File: src/rtl/lif_mon_pkg.sv
// lif_mon_pkg: shared types and helpers for the LIF spike monitor.
//   mon_state_e     : monitor FSM state (IDLE, RUN)
//   DEF_*           : default widths for the monitor parameters
//   STATE_W         : width of the neuron membrane state bus
//   sat_inc()       : saturating conditional increment (32-bit container)
package lif_mon_pkg;

    typedef enum logic {
        IDLE = 1'b0,
        RUN  = 1'b1
    } mon_state_e;

    localparam int unsigned DEF_WINDOW_LOG2 = 8;
    localparam int unsigned DEF_CNT_W       = 8;
    localparam int unsigned DEF_ISI_W       = 8;
    localparam int unsigned STATE_W         = 8;

    // Returns val+1 when inc is set and val has not reached max_val, else val.
    // Callers zero-extend narrower operands and truncate the result back.
    function automatic logic [31:0] sat_inc(input logic [31:0] val,
                                            input logic [31:0] max_val,
                                            input logic        inc);
        logic [31:0] res;
        res = val;
        if (inc && (val != max_val)) begin
            res = val + 32'd1;
        end
        return res;
    endfunction

endpackage

File: src/rtl/lif_isi_timer.sv
// lif_isi_timer: inter-spike interval measurement for the LIF spike monitor.
// Only instantiated when SPIKE_ISI_EN is defined.
// Ports:
//   clk        in   rising-edge clock
//   rst_n      in   asynchronous active-low reset
//   ena        in   timer enable; low clears the interval counter and the armed flag
//   spike_evt  in   one-cycle spike rising-edge event
//   isi        out  cycles between the last two spike events (saturating, held)
//   isi_valid  out  one-cycle pulse when isi is updated
module lif_isi_timer
    import lif_mon_pkg::*;
#(
    parameter int unsigned ISI_W = DEF_ISI_W
) (
    input  logic             clk,
    input  logic             rst_n,
    input  logic             ena,
    input  logic             spike_evt,
    output logic [ISI_W-1:0] isi,
    output logic             isi_valid
);

    localparam logic [ISI_W-1:0] ISI_MAX = '1;

    logic [ISI_W-1:0] isi_cnt_q, isi_cnt_d;
    logic             armed_q, armed_d;
    logic [ISI_W-1:0] isi_q, isi_d;
    logic             isi_valid_q, isi_valid_d;

    always_comb begin
        isi_cnt_d   = isi_cnt_q;
        armed_d     = armed_q;
        isi_d       = isi_q;
        isi_valid_d = 1'b0;
        if (!ena) begin
            isi_cnt_d = '0;
            armed_d   = 1'b0;
        end else if (spike_evt) begin
            // The first event only arms; later events report the elapsed
            // count including the event cycle itself.
            if (armed_q) begin
                isi_d       = ISI_W'(sat_inc(32'(isi_cnt_q), 32'(ISI_MAX), 1'b1));
                isi_valid_d = 1'b1;
            end
            armed_d   = 1'b1;
            isi_cnt_d = '0;
        end else begin
            isi_cnt_d = ISI_W'(sat_inc(32'(isi_cnt_q), 32'(ISI_MAX), 1'b1));
        end
    end

    always_ff @(posedge clk or negedge rst_n) begin
        if (!rst_n) begin
            isi_cnt_q   <= '0;
            armed_q     <= 1'b0;
            isi_q       <= '0;
            isi_valid_q <= 1'b0;
        end else begin
            isi_cnt_q   <= isi_cnt_d;
            armed_q     <= armed_d;
            isi_q       <= isi_d;
            isi_valid_q <= isi_valid_d;
        end
    end

    assign isi       = isi_q;
    assign isi_valid = isi_valid_q;

endmodule

File: src/rtl/lif_spike_monitor.sv
// lif_spike_monitor: firing-rate / peak-state monitor for a LIF neuron.
// Counts spike rising edges and tracks the peak membrane state over
// back-to-back windows of 2**WINDOW_LOG2 cycles. Optional inter-spike
// interval measurement is built when the macro SPIKE_ISI_EN is defined;
// otherwise isi and isi_valid are tied to 0.
// Ports:
//   clk         in   rising-edge clock
//   rst_n       in   asynchronous active-low reset
//   ena         in   monitor enable; low drops the partial window
//   spike       in   neuron spike level (one event per rising edge)
//   state       in   neuron membrane state, unsigned
//   rate        out  spike count of the last completed window (saturating)
//   rate_sat    out  count saturated in the last completed window
//   peak_state  out  maximum state sampled in the last completed window
//   rate_valid  out  one-cycle pulse when rate/rate_sat/peak_state update
//   isi         out  cycles between the last two spike edges
//   isi_valid   out  one-cycle pulse when isi updates
module lif_spike_monitor
    import lif_mon_pkg::*;
#(
    parameter int unsigned WINDOW_LOG2 = DEF_WINDOW_LOG2,
    parameter int unsigned CNT_W       = DEF_CNT_W,
    parameter int unsigned ISI_W       = DEF_ISI_W
) (
    input  logic               clk,
    input  logic               rst_n,
    input  logic               ena,
    input  logic               spike,
    input  logic [STATE_W-1:0] state,
    output logic [CNT_W-1:0]   rate,
    output logic               rate_sat,
    output logic [STATE_W-1:0] peak_state,
    output logic               rate_valid,
    output logic [ISI_W-1:0]   isi,
    output logic               isi_valid
);

    localparam logic [WINDOW_LOG2-1:0] WIN_LAST = '1;
    localparam logic [CNT_W-1:0]       CNT_MAX  = '1;

    mon_state_e             fsm_q, fsm_d;
    logic                   spike_q;
    logic                   spike_evt;
    logic [WINDOW_LOG2-1:0] win_cnt_q, win_cnt_d;
    logic [CNT_W-1:0]       acc_cnt_q, acc_cnt_d;
    logic                   acc_sat_q, acc_sat_d;
    logic [STATE_W-1:0]     acc_peak_q, acc_peak_d;
    logic [CNT_W-1:0]       rate_q, rate_d;
    logic                   rate_sat_q, rate_sat_d;
    logic [STATE_W-1:0]     peak_q, peak_d;
    logic                   rate_valid_q, rate_valid_d;

    // Accumulator values including the current cycle's event and state.
    logic [CNT_W-1:0]       cnt_next;
    logic                   sat_next;
    logic [STATE_W-1:0]     peak_next;

    assign spike_evt = spike & ~spike_q;

    always_comb begin
        cnt_next  = CNT_W'(sat_inc(32'(acc_cnt_q), 32'(CNT_MAX), spike_evt));
        sat_next  = acc_sat_q | (spike_evt & (acc_cnt_q == CNT_MAX));
        peak_next = (state > acc_peak_q) ? state : acc_peak_q;
    end

    always_comb begin
        fsm_d        = fsm_q;
        win_cnt_d    = win_cnt_q;
        acc_cnt_d    = acc_cnt_q;
        acc_sat_d    = acc_sat_q;
        acc_peak_d   = acc_peak_q;
        rate_d       = rate_q;
        rate_sat_d   = rate_sat_q;
        peak_d       = peak_q;
        rate_valid_d = 1'b0;
        case (fsm_q)
            IDLE: begin
                win_cnt_d  = '0;
                acc_cnt_d  = '0;
                acc_sat_d  = 1'b0;
                acc_peak_d = '0;
                if (ena) begin
                    fsm_d = RUN;
                end
            end
            RUN: begin
                if (!ena) begin
                    // Dropping enable discards the partial window, even on
                    // what would have been its closing cycle.
                    fsm_d      = IDLE;
                    win_cnt_d  = '0;
                    acc_cnt_d  = '0;
                    acc_sat_d  = 1'b0;
                    acc_peak_d = '0;
                end else if (win_cnt_q == WIN_LAST) begin
                    rate_d       = cnt_next;
                    rate_sat_d   = sat_next;
                    peak_d       = peak_next;
                    rate_valid_d = 1'b1;
                    win_cnt_d    = '0;
                    acc_cnt_d    = '0;
                    acc_sat_d    = 1'b0;
                    acc_peak_d   = '0;
                end else begin
                    win_cnt_d  = win_cnt_q + 1'b1;
                    acc_cnt_d  = cnt_next;
                    acc_sat_d  = sat_next;
                    acc_peak_d = peak_next;
                end
            end
            default: begin
                fsm_d = IDLE;
            end
        endcase
    end

    always_ff @(posedge clk or negedge rst_n) begin
        if (!rst_n) begin
            fsm_q        <= IDLE;
            spike_q      <= 1'b0;
            win_cnt_q    <= '0;
            acc_cnt_q    <= '0;
            acc_sat_q    <= 1'b0;
            acc_peak_q   <= '0;
            rate_q       <= '0;
            rate_sat_q   <= 1'b0;
            peak_q       <= '0;
            rate_valid_q <= 1'b0;
        end else begin
            fsm_q        <= fsm_d;
            spike_q      <= spike;
            win_cnt_q    <= win_cnt_d;
            acc_cnt_q    <= acc_cnt_d;
            acc_sat_q    <= acc_sat_d;
            acc_peak_q   <= acc_peak_d;
            rate_q       <= rate_d;
            rate_sat_q   <= rate_sat_d;
            peak_q       <= peak_d;
            rate_valid_q <= rate_valid_d;
        end
    end

    assign rate       = rate_q;
    assign rate_sat   = rate_sat_q;
    assign peak_state = peak_q;
    assign rate_valid = rate_valid_q;

`ifdef SPIKE_ISI_EN
    lif_isi_timer #(
        .ISI_W(ISI_W)
    ) u_isi_timer (
        .clk       (clk),
        .rst_n     (rst_n),
        .ena       (ena),
        .spike_evt (spike_evt),
        .isi       (isi),
        .isi_valid (isi_valid)
    );
`else
    assign isi       = '0;
    assign isi_valid = 1'b0;
`endif

endmodule
File: config.mk
export PLATFORM = sky130hd
export DESIGN_NAME = lif_spike_monitor
export DESIGN_NICKNAME = d
export VERILOG_FILES = /design/src/rtl/lif_mon_pkg.sv /design/src/rtl/lif_isi_timer.sv /design/src/rtl/lif_spike_monitor.sv
export SDC_FILE = /design/constraint.sdc
export NUM_CORES = 1
export LEC_CHECK = 0
export CAP_MARGIN = 20
export CORE_UTILIZATION = 56
export CTS_CLUSTER_DIAMETER = 40
export DETAILED_ROUTE_END_ITERATION = 7
export GPL_TIMING_DRIVEN = 0
export PLACE_DENSITY_LB_ADDON = 0.3
export SLEW_MARGIN = 5
export SYNTH_ARGS = -nofsm -noshare
export SYNTH_HDL_FRONTEND = slang
export SYNTH_SLANG_ARGS = --single-unit
export TNS_END_PERCENT = 1
File: constraint.sdc
create_clock -name clk -period 4.2 [get_ports clk]
set_input_delay 0.84 -clock clk [delete_from_list [all_inputs] [get_ports clk]]
set_output_delay 0.84 -clock clk [all_outputs]
set_load 0.02 [all_outputs]
* After elaboration in Yosys (flattened, before gate mapping)
Cells that the tools add are included.
** Cells by class
- Reductions and logical operators :: 2
- Bitwise operators :: 5
- Shift-type cells :: 0
- Mux-type cells :: 18
- Divide/modulo/power cells :: 0
- $mul :: 0
- $lt $le $gt $ge :: 1
- Equal/unequal tests :: 3
- Add/sub/neg operators :: 2
** Operator list (number)
- $mux W8 :: 8
- $pmux W8 S2 :: 3
- $add A8 B1 Y8 const B :: 2
- $eq A8 B8 Y1 const B :: 2
- $gt A8 B8 Y1 :: 1
- $ne A8 B8 Y1 const B :: 1
- $mux W1 :: 6
- $reduce_and A3 Y1 :: 1
- $and A1 B1 Y1 :: 2
- $not A1 Y1 :: 2
- $pmux W1 S2 :: 1
- $logic_and A1 B1 Y1 :: 1
- $or A1 B1 Y1 :: 1
** Word-level totals
- RAM bits :: 0
- Bits in read-only memories :: 0
- Input port bits :: 12
- Logic and storage cells :: 41
- Memories kept :: 0
- Latch bits :: 0
- Register bits :: 45
- Output and inout port bits :: 27

* Logic depth before layout (Yosys ltp)
- Depth after elaboration :: 7
- Mapped depth :: 8
- Gate-level depth less buffers :: 7

* Least setup slack after synthesis
No wires, ideal clock.
- Kind :: input -> register
- Start point :: input port state[1]
- End point :: register peak_q[2] (netlist: peak_state[2])
- Cell stages on the path :: 6
- Path slack :: 2.083 ns
- Arrival time :: 1.980 ns
- Setup time :: 0.137 ns
- Buffers on the path :: 0
- Data required time :: 4.063 ns
- Cells stage by stage :: ha_1 nor2b_1 o211ai_1 nand2_1 a32oi_1 a31oi_2
** Between the ends
- Word-level cells in the longest chain between the ends :: 2
** RTL lines
- start: declaration :: RTL line lif_spike_monitor.sv:29 : input logic [STATE_W-1:0] state,
- $gt A8 B8 Y1 :: RTL line lif_spike_monitor.sv:63 : peak_next = (state > acc_peak_q) ? state : acc_peak_q;
- $mux W8 :: RTL line lif_spike_monitor.sv:63
- end signal: assignment :: RTL line lif_spike_monitor.sv:138 : peak_q <= peak_d;
- end: declaration :: RTL line lif_spike_monitor.sv:50 : logic [STATE_W-1:0] peak_q, peak_d;
No other way between the ends.
A chain may end at the register's enable or synchronous reset.

* Worst setup path after layout
- Start point :: input port state[7]
- End point :: register peak_q[3] (netlist: peak_state[3])
Same word-level chain as after synthesis.

==> flow_summary_export.csv <==
group,metric,value,unit
power,power.share.clock,38.9,%
die,coreArea,3770,sq um
route,vias_per_cell,5.52,
power,seqPwrFrac,50.6,%
cells_and_area,area_growth,22.9,%
worst_setup_path,path_max_fanout,9,
worst_setup_path,cp.required,4370,ps
cells_and_area,drive_gt1_share,17.4,%
sta,slew_viol_final,0,
sta,final.period_utilization,62.3,%
worst_setup_path,arrival,2790,ps
logic_synthesis,ys_top_cells_by_area,"dfrtp_1 50%, a32oi_1 6.2%, ha_1 5.5%",
clock_tree,cts_max_path_buffers,2,
logic_synthesis,synth_edf_count,0,
cells_and_area,utilization,73.5,%
die,io_pins,39,
sta,finClkSkew,8.15,ps
logic_synthesis,netlist_instances,218,
logic_synthesis,netlist_area,2250,sq um
logic_synthesis,yosys_warnings,0,
clock_tree,cts-root-buf,"clkbuf_8",
sta,hold_violations,0,
logic_synthesis,ys_top_cells_by_count,"45 x dfrtp_1, 27 x nor2_1, 16 x a32oi_1, 16 x nand2_1, 13 x a21oi_1",
route,postRouteAntennaNets,0,
cells_and_area,finalNetCount,285,
power,combPwrFrac,10.5,%
route,drtIter0Drc,139,
route,drt-total-wl,4290,microns
global_routing,grtUsageTotal,22.7,%
clock_tree,post-cts-setup-buffers,0,
clock_tree,clk_latency,300,ps
clock_tree,path_clk_slew,80,ps
clock_tree,post_cts.resized_instances,0,
logic_synthesis,netlist-cell-type-count,37,
worst_setup_path,critical_path_class,"input pin to flip-flop",
die,dieArea,4280,sq um
cells_and_area,antenna_cells,0,
sta,setup_viol,0,
sta,setup_tns,0,ps
global_routing,first_global_vias,1654,
cells_and_area,nFillCells,293,
logic_synthesis,syn_area_per_cell,10.3,sq um
power,p_sw,209,uW
die,die_y,65.5,microns
sta,period_needed,2620,ps
logic_synthesis,synth.most_common_cell,"dfrtp_1",
die,die_w,65.5,microns
route,drc,0,
clock_tree,cts_buffers,5,
die,initial_core_util,59.8,%
power,vdd_drop_max,0.267,mV
power,swShare,23.9,%
logic_synthesis,ys.flop_type,"dfrtp_1",
clock_tree,cts_max_level,2,
logic_synthesis,async_flop_share,100,%
global_routing,grt_start_max_net_pins,41,
global_routing,grt_overflow_total,0,
cells_and_area,post-route-cell-area,2770,sq um
run,cap_viol_max_count,0,
global_routing,antenna_found_initial,0,
placed_design,placed_area,2650,sq um
logic_synthesis,synth_top_area_share,49.9,%
power,powerDensity,316,nW/um^2
route,routedWlPerCell,13.7,microns
placed_design,portBuffers,29,
sta,fmax,382,MHz
route,vias,1723,
status,status,"finished, final reports clean",
logic_synthesis,yosysTopAreaCell,"dfrtp_1",
power,p_leak,1.18,nW
logic_synthesis,synth-seq-area-share,49.9,%
worst_setup_path,end_kind,"flip-flop",
clock_tree,numClockSinks,45,
worst_hold_path,hold_class,"input pin to async pin",
route,firstDrtPassIters,4,
placed_design,place_hpwl,2990,microns
clock_tree,cts_tree,"built",
worst_setup_path,critPathLaunchType,"input pin",
sta,rsz0062_at_grt,"no",
power,power.internal,667,uW
clock_tree,hold_buffers,0,
die,rows,22,
placed_design,place_congestion,0.844,
logic_synthesis,ys_ff_latch,45,
global_routing,grt_pass1_wl,7360,microns
final cells by class:
class / count / area (sq um) / share of cell area [%]
inverters: 10 / 38.8 / 1.40
flip-flops and latches: 45 / 1130 / 40.7
repair buffers: 30 / 305 / 11.0
plain buffers: 16 / 113 / 4.07
well taps: 48 / 60.1 / 2.17
multi-input cells: 155 / 1010 / 36.4
clock inverters: 2 / 37.5 / 1.36
clock buffers: 6 / 82.6 / 2.98
metal layers:
metal / part of all wire (%) / vias up / global-route usage (%)
met5: 0 / - / 0
met4: 1.7 / 0 / 8.15
met3: 6.1 / 10 / 5.38
met2: 45 / 63 / 35.7
met1: 47 / 808 / 30.8
li1: - / 842 / -
worst max-delay path, stage by stage:
cell             delay, ps
clkdlybuf4s50_1        480
ha_1                   350
nand4_1                200
nor2_4                 300
nor2_2                 140
a32oi_1                330
a31oi_2                130
cell families after synthesis:
| logic type | after synthesis | share of synthesized area, % |
|---|---|---|
| compound gates | 51 | 16.8 |
| xor+xnor | 10 | 3.88 |
| fa+ha+maj | 10 | 5.55 |
| other cells | 1 | 0.166 |
| simple gates | 72 | 15.6 |
| buf+inv | 26 | 6.71 |
| flops | 45 | 49.9 |
| mux | 3 | 1.33 |
cell usage in the layout, fill, tap and decap left out, drive strengths merged:
master and count:
a21o 1, a21oi 16, a31oi 8, a32oi 16, and3 2, buf 16
bufinv 1, clkbuf 8, clkdlybuf4s50 28, clkinv 1, clkinvlp 1, conb 9
dfrtp 45, ha 10, inv 9, mux2i 3, nand2 16, nand2b 1
nand3 7, nand4 4, nor2 34, nor2b 3, nor3 2, o211ai 1
o21a 1, o21ai 8, or2 2, or3 1, xnor2 5, xor2 5
registers in the layout, summed over array words and instances (netlist names):
name and cells:
win_cnt_q 8, peak_state 8, acc_cnt_q 8, rate_sat 1
spike_q 1, acc_sat_q 1, fsm_q 1, rate 8
acc_peak_q 8, rate_valid 1
through the flow:
step / instances / power, mW / setup WS [ps] / hold WS (ps)
after floorplan: 226 / 0.507 / 2080 / 448
after global placement: 303 / 0.540 / 1120 / 465
after detailed placement: 304 / 0.542 / 1360 / 480
after CTS: 312 / 0.883 / 1640 / 368
after global routing: 312 / 0.912 / 1500 / 363
final: 312 / 0.876 / 1580 / 364
path summary, 6_finish.rpt:
kind	endpoint	cells after the start	start	slack [ps]
max	peak_state[3]	7	state[7]	1580
min	peak_state[1]	1	rst_n	360
max reg2reg	peak_state[3]	7	acc_peak_q[7]	2230
min reg2reg	win_cnt_q[0]	1	win_cnt_q[0]	490
max in group asynchronous	acc_peak_q[5]	2	rst_n	3400
min in group clk	win_cnt_q[0]	1	win_cnt_q[0]	490
power groups by stage:
stage | sequential (mW) | combinational (mW) | clock, mW
final | 0.443 | 0.0919 | 0.341
after global routing | 0.444 | 0.103 | 0.365
after CTS | 0.443 | 0.0915 | 0.348
after global placement | 0.452 | 0.0877 | 0
after floorplan | 0.451 | 0.0561 | 0
after detailed placement | 0.452 | 0.0903 | 0
Note: power is estimated with default switching activity, not from simulation.
